<file path="config.mk">
export PLATFORM = sky130hd
export DESIGN_NAME = eth_frame_pattern_matcher_flat
export DESIGN_NICKNAME = d
export VERILOG_FILES = /design/src/rtl/eth_frame_pattern_matcher_if.sv /design/src/rtl/eth_frame_pattern_matcher.sv /design/src/flat_wrapper.sv
export SDC_FILE = /design/constraint.sdc
export NUM_CORES = 1
export LEC_CHECK = 0
export ABC_AREA = 1
export BUFFER_PORTS_ARGS = -buffer_cell sky130_fd_sc_hd__buf_2
export CORE_AREA = 2 2 79 66
export CTS_BUF_LIST = sky130_fd_sc_hd__clkbuf_8
export CTS_CLUSTER_DIAMETER = 40
export DETAILED_ROUTE_END_ITERATION = 7
export DIE_AREA = 0 0 81 68
export PLACE_DENSITY = 0.61
export RECOVER_POWER = 25
export SETUP_SLACK_MARGIN = 0.05
export SLEW_MARGIN = 10
export SYNTH_ARGS = -nofsm -noshare
export SYNTH_HDL_FRONTEND = slang
export SYNTH_SLANG_ARGS = --single-unit
export TNS_END_PERCENT = 30
</file>
<file path="constraint.sdc">
create_clock -name clk -period 2 [get_ports clk]
set_clock_uncertainty 0.05 [all_clocks]
set_input_delay 0.2 -clock clk [delete_from_list [all_inputs] [get_ports clk]]
set_output_delay 0.2 -clock clk [all_outputs]
set_load 0.05 [all_outputs]
</file>
<file path="src/rtl/eth_frame_pattern_matcher_if.sv">
// rtl/eth_frame_pattern_matcher_if.sv - frame stream, pattern-memory read port and verdict bundle
//
// Groups the signals exchanged between the pattern matcher and its
// surroundings. The matcher connects through the slave modport; the frame
// source / pattern memory / verdict consumer side uses the master modport.
//
// Signals:
//   s_axis_tdata  [7:0]         frame byte
//   s_axis_tvalid               byte valid (gaps allowed, no backpressure)
//   s_axis_tlast                last byte of frame
//   s_axis_tuser                frame error, meaningful only with tlast
//   mem_pb_addr   [10:0]        pattern word address (matcher -> memory)
//   mem_pb_rdata  [C_AXI_WIDTH] pattern word, one clock after its address
//   match_valid                 one-cycle verdict strobe
//   match                       verdict, qualified by match_valid

interface eth_frame_pattern_matcher_if #(
  parameter int C_AXI_WIDTH = 32
);

  logic [7:0]             s_axis_tdata;
  logic                   s_axis_tvalid;
  logic                   s_axis_tlast;
  logic                   s_axis_tuser;
  logic [10:0]            mem_pb_addr;
  logic [C_AXI_WIDTH-1:0] mem_pb_rdata;
  logic                   match_valid;
  logic                   match;

  modport master (
    output s_axis_tdata,
    output s_axis_tvalid,
    output s_axis_tlast,
    output s_axis_tuser,
    output mem_pb_rdata,
    input  mem_pb_addr,
    input  match_valid,
    input  match
  );

  modport slave (
    input  s_axis_tdata,
    input  s_axis_tvalid,
    input  s_axis_tlast,
    input  s_axis_tuser,
    input  mem_pb_rdata,
    output mem_pb_addr,
    output match_valid,
    output match
  );

endinterface

</file>
<file path="src/rtl/eth_frame_pattern_matcher.sv">
// rtl/eth_frame_pattern_matcher.sv - masked byte comparator walking the pattern memory per frame
//
// Walks the pattern memory in step with an incoming Ethernet frame and
// compares each frame byte k against pattern word k under a per-byte mask,
// producing one match/no-match verdict per frame. Runs entirely in the
// pattern memory read-port clock domain.
//
// Pattern word layout: [7:0] data, [15:8] mask (1 = compare bit),
// [16] end marker (byte k is the final pattern byte), upper bits ignored.
//
// Ports:
//   clk     in   read-port clock (same net as mem_pb_clk)
//   rst     in   synchronous active-high reset
//   enable  in   detection enable, sampled on the first beat of a frame
//   bus     slave modport of eth_frame_pattern_matcher_if:
//             s_axis_tdata/tvalid/tlast/tuser in, mem_pb_rdata in,
//             mem_pb_addr out, match_valid out, match out
//
// Build option ETH_FRAME_MATCHER_EARLY_EN: when defined, entering HIT
// reports match=1 immediately instead of waiting for tlast, and a frame
// already reported gives no second strobe at tlast.

module eth_frame_pattern_matcher #(
  parameter int C_AXI_WIDTH = 32
) (
  input  logic                       clk,
  input  logic                       rst,
  input  logic                       enable,
  eth_frame_pattern_matcher_if.slave bus
);

  localparam logic [10:0] IDX_MAX = 11'd2047;

  typedef enum logic [1:0] {
    IDLE,
    COMPARE,
    HIT,
    MISS
  } state_t;

  // Stage 0: byte index, doubles as the pattern memory address.
  logic [10:0] idx;

  // Stage 1: the accepted beat, aligned with the pattern word it addressed.
  logic        st_valid;
  logic [7:0]  st_byte;
  logic        st_first;
  logic        st_last;
  logic        st_user;
  logic        st_enable;
  logic        st_sat;

  // Pattern word fields.
  logic [C_AXI_WIDTH-1:0] rdata;
  logic [7:0]             pat_data;
  logic [7:0]             pat_mask;
  logic                   pat_end;
  logic                   byte_ok;

  state_t state;
  state_t cmp_next;
  state_t step_next;

  logic match_valid_q;
  logic match_q;

  assign rdata    = bus.mem_pb_rdata;
  assign pat_data = rdata[7:0];
  assign pat_mask = rdata[15:8];
  assign pat_end  = rdata[16];

  generate
    if (C_AXI_WIDTH > 17) begin : g_rdata_hi
      logic unused_rdata_hi;
      assign unused_rdata_hi = ^rdata[C_AXI_WIDTH-1:17];
    end
  endgenerate

  assign bus.mem_pb_addr = idx;
  assign bus.match_valid = match_valid_q;
  assign bus.match       = match_q;

  // Stage 0 -> stage 1. The index saturates so that arbitrarily long frames
  // keep re-reading the last pattern word rather than wrapping to word 0.
  always_ff @(posedge clk) begin
    if (rst) begin
      idx       <= '0;
      st_valid  <= 1'b0;
      st_byte   <= '0;
      st_first  <= 1'b0;
      st_last   <= 1'b0;
      st_user   <= 1'b0;
      st_enable <= 1'b0;
      st_sat    <= 1'b0;
    end else begin
      st_valid <= bus.s_axis_tvalid;
      if (bus.s_axis_tvalid) begin
        st_byte   <= bus.s_axis_tdata;
        st_last   <= bus.s_axis_tlast;
        st_user   <= bus.s_axis_tuser;
        st_enable <= enable;
        // idx is only 0 on a frame's first beat: it returns to 0 after tlast
        // or reset and never wraps.
        st_first  <= (idx == '0);
        st_sat    <= (idx == IDX_MAX);
        if (bus.s_axis_tlast) begin
          idx <= '0;
        end else if (idx != IDX_MAX) begin
          idx <= idx + 11'd1;
        end
      end
    end
  end

  // Stage 1 byte comparison against the word addressed one clock earlier.
  assign byte_ok = ((st_byte ^ pat_data) & pat_mask) == 8'h00;

  // Outcome of one comparison step while armed. A matching byte at the
  // saturated index without a marker can never be followed by the marker,
  // so it is a miss.
  always_comb begin
    cmp_next = COMPARE;
    if (!byte_ok) begin
      cmp_next = MISS;
    end else if (pat_end) begin
      cmp_next = HIT;
    end else if (st_sat) begin
      cmp_next = MISS;
    end
  end

  // State after the staged beat. IDLE only arms on a first beat, so a
  // single-byte frame gets its full comparison in the same step.
  always_comb begin
    step_next = state;
    case (state)
      IDLE: begin
        if (st_first) begin
          step_next = st_enable ? cmp_next : MISS;
        end
      end
      COMPARE: step_next = cmp_next;
      default: step_next = state;
    endcase
  end

`ifdef ETH_FRAME_MATCHER_EARLY_EN
  // The early verdict is always a match, so the frame error is not used.
  logic unused_st_user;
  assign unused_st_user = st_user;
`endif

  // Verdict FSM with registered strobe/verdict.
  always_ff @(posedge clk) begin
    if (rst) begin
      state         <= IDLE;
      match_valid_q <= 1'b0;
      match_q       <= 1'b0;
    end else begin
      match_valid_q <= 1'b0;
      if (st_valid) begin
        if (st_last) begin
          state <= IDLE;
`ifdef ETH_FRAME_MATCHER_EARLY_EN
          // Being in HIT already means the frame was reported on entry.
          if (state != HIT) begin
            match_valid_q <= 1'b1;
            match_q       <= (step_next == HIT);
          end
`else
          match_valid_q <= 1'b1;
          match_q       <= (step_next == HIT) && !st_user;
`endif
        end else begin
          state <= step_next;
`ifdef ETH_FRAME_MATCHER_EARLY_EN
          if ((step_next == HIT) && (state != HIT)) begin
            match_valid_q <= 1'b1;
            match_q       <= 1'b1;
          end
`endif
        end
      end
    end
  end

endmodule
</file>
<file path="src/flat_wrapper.sv">
// flat-port wrapper written by rule: the top's interface ports become plain ports
module eth_frame_pattern_matcher_flat 
#(
  parameter int C_AXI_WIDTH = 32
)
  (clk, rst, enable, bus_s_axis_tdata, bus_s_axis_tvalid, bus_s_axis_tlast, bus_s_axis_tuser, bus_mem_pb_rdata, bus_mem_pb_addr, bus_match_valid, bus_match);
  eth_frame_pattern_matcher_if #(.C_AXI_WIDTH(C_AXI_WIDTH)) bus_i ();
  input  logic clk;
  input  logic rst;
  input  logic enable;
  input wire logic [$bits(bus_i.s_axis_tdata)-1:0] bus_s_axis_tdata;
  input wire logic [$bits(bus_i.s_axis_tvalid)-1:0] bus_s_axis_tvalid;
  input wire logic [$bits(bus_i.s_axis_tlast)-1:0] bus_s_axis_tlast;
  input wire logic [$bits(bus_i.s_axis_tuser)-1:0] bus_s_axis_tuser;
  input wire logic [$bits(bus_i.mem_pb_rdata)-1:0] bus_mem_pb_rdata;
  output wire logic [$bits(bus_i.mem_pb_addr)-1:0] bus_mem_pb_addr;
  output wire logic [$bits(bus_i.match_valid)-1:0] bus_match_valid;
  output wire logic [$bits(bus_i.match)-1:0] bus_match;
  assign bus_i.s_axis_tdata = bus_s_axis_tdata;
  assign bus_i.s_axis_tvalid = bus_s_axis_tvalid;
  assign bus_i.s_axis_tlast = bus_s_axis_tlast;
  assign bus_i.s_axis_tuser = bus_s_axis_tuser;
  assign bus_i.mem_pb_rdata = bus_mem_pb_rdata;
  assign bus_mem_pb_addr = bus_i.mem_pb_addr;
  assign bus_match_valid = bus_i.match_valid;
  assign bus_match = bus_i.match;
  eth_frame_pattern_matcher #(.C_AXI_WIDTH(C_AXI_WIDTH)) u_core (.clk(clk), .rst(rst), .enable(enable), .bus(bus_i));
endmodule
</file>
==> results.txt <==
status - finished clean
Final HPWL DP - 2340 um
Lkg Pwr - 0.879 nW
Ys Warns - 0
Syn Inst Count - 211
Clock Root Buffer - clkbuf_8
placed cell areas - 1710 um2
antenna cells - 0
via/cell ratio - 4.34
worst path cell trace - ha_1, inv_1, nor2_2, nand2_2, nor2_4, nand2_2, nand2_4, nand2_4, nand3_1, nand2_1, nor3b_2
post-cts sizing count - 0
RR Endpoint - u_core.bus.mem_pb_addr[6]$_SDFFE_PP0P_
Worst setup EP type - register
Synth area leader - dfxtp_1
number of global-route vias before repair - 1059
fmax - 0.606 GHz
Mean Syn Cell Area - 6.74 um2
Total Routed Length - 3090 um
GR Overflow Total - 0
Setup Viol. Count Final - 0
period utilization - 82.4%
Top-Level Pins - 59
worst path required time - 2.11 ns
pin count of the biggest net entering global routing - 23
CP endpoint - u_core.bus.mem_pb_addr[6]$_SDFFE_PP0P_
GP Congestion - 0.734
Seq cells post-synth - 29
ys async rst share - 0%
flop-to-flop setup slack - 0.35 ns
I/O Buffers - 43
first-pass GRT wire length - 4680 um
# rows - 23
Layout Nets - 306
Synth area leaders - dfxtp_1 41%, nand2_1 12%, inv_1 9.8%
Post-synth EDFFs - 0
Post-synth top flop - dfxtp_1
clk_lat worst skew - 0.28 ns
# DRC - 0
DRT antenna net count - 0
slew margin rel. - 59.5%
die span in y - 68 um
Detailed Routing Iterations Pass 1 - 4
Sink Count - 29
die width - 81 um
Post-Layout Cell Count - 321
Worst EP arrival - 1.76 ns
Post-Synthesis Net Count - 259
max-cap viol count - 0
Post-Syn Area - 1420 um2
fin crit period - 1.65 ns
Crit Path Max Fanout - 9
post-route cell area - 1840 um2
DR WL/cell - 9.63 um
Synth cell types - 23
max FFs per register - 11
register area - 583 um2
final hold violation count - 0
startpoint type of the worst setup path - register
RR Startpoint - u_core.bus.mem_pb_addr[0]$_SDFFE_PP0P_
GRT Overall Usage - 11.3%
sequential element share of the synthesized area - 40.8%
CTS Buf Count - 5
HP Class - primary input to register
layout cells sized above 1 - 23.9%
Inst Count DP - 313
Pwr Density - 810 nW/um2
slowest CP cell - dfxtp_2
area grow syn2layout - 29.6%
# H-tree levels - 2
die footprint - 5510 um2
delay of the slowest critical-path stage - 0.36 ns
postcts setup bufs - 0
critical path class - register to register
number of DRC markers in iteration 0 - 50
clock transition at the registers of the reported paths - 0.06 ns
area of the multi-input gates - 683 um2
Starting Density - 29.8%
worst vdd ir - 0.000328 V
post-cts hold buffer count - 0
Clock Tree Buf Depth - 2
cells on worst reg2reg path - 11
Yosys top cell area share - 40.8%
TritonCTS clock tree - built
fillers - 525
RSZ-0062 raised after global routing - no
core area - 4780 um2
initial antenna violation count - 0
Critical Path Start - u_core.bus.mem_pb_addr[0]$_SDFFE_PP0P_
Least-Margin Pin Slew - 0.606 ns
vias - 1393
total negative slack - 0 ns
Slew Limit Fails - 0
==> worst min-delay path by stage <==
stage	from	to	slack (ns)	cells past startpoint
floorplan	enable	u_core.st_enable$_SDFFE_PP0P_	0.28	2
global placement	enable	u_core.st_enable$_SDFFE_PP0P_	0.37	3
detailed placement	bus_s_axis_tuser	u_core.st_user$_SDFFE_PP0P_	0.39	3
CTS	enable	u_core.st_enable$_SDFFE_PP0P_	0.08	3
global route	bus_s_axis_tuser	u_core.st_user$_SDFFE_PP0P_	0.1	3
finish	enable	u_core.st_enable$_SDFFE_PP0P_	0.09	3
==> power by group <==
part | internal, mW | total (mW) | switching (mW)
Clock | 0.495 | 0.725 | 0.230
Combinational | 0.0604 | 0.152 | 0.0920
Sequential | 0.602 | 0.613 | 0.0118
==> Yosys cell counts (all sizes together), types with 2 or more instances <==
| master | instances |
|---|---|
| a21oi | 20 |
| dfxtp | 29 |
| o21ai | 17 |
| inv | 37 |
| ha | 2 |
| clkbuf | 4 |
| nor3 | 4 |
| nor2 | 22 |
| nand3 | 15 |
| nand3b | 2 |
| nand2 | 50 |
| nand4 | 2 |
==> layout make-up <==
type | count | area share, %
clock buffers | 5 | 3.74
clock inverters | 3 | 3.53
inverters | 38 | 7.74
multi-input cells | 140 | 37.1
flip-flops and latches | 29 | 31.7
well taps | 62 | 4.21
repair buffers | 44 | 12.0
==> worst max-delay path, delay by kind of cell (launching register included) <==
family                     cells  cell delay, ns
DFF                            1            0.36
buffers and inverters          1            0.06
adders and majority gates      1            0.17
and+or+nand+nor                9            0.87
==> metal layers <==
layer  vias up  track usage [%]  routed length, um
met2        28             16.4               1320
li1        758                -                  -
met3         5             3.83                199
met4         0             5.72                 44
met1       602             15.0               1530
met5         -                0                  0
==> kinds of logic after synthesis <==
family	synth area share (%)
fa+ha+maj	1.76
xor+xnor	0.616
simple gates	31.7
compound gates	14.0
buf+inv	11.1
flops	40.8
==> per-stage QoR <==
step	setup slack, ns	hold WS, ns	util (%)	total power, mW
6_report	0.351	0.0912	38.6	1.49
5_1_grt	0.188	0.0975	38.6	1.55
4_1_cts	0.341	0.0840	38.6	1.51
3_5_place_dp	0.364	0.388	35.8	0.782
3_3_place_gp	0.374	0.375	35.8	0.779
2_1_floorplan	0.208	0.285	-	0.724
==> cells in the final DEF, fill, tap and decap left out, types with 2 or more instances in the layout <==
cell type   n
nor2_1     20
o21ai_0    17
dfxtp_1    27
buf_2      42
nand3b_1    2
clkbuf_8    5
nand2_4     2
a21oi_1    20
nand2_2     3
bufinv_16   2
nand4_1     2
nor3_1      4
dfxtp_2     2
ha_1        2
nand2_1    45
nand3_1    15
inv_1      37
Power figures use the tool's default switching activity.
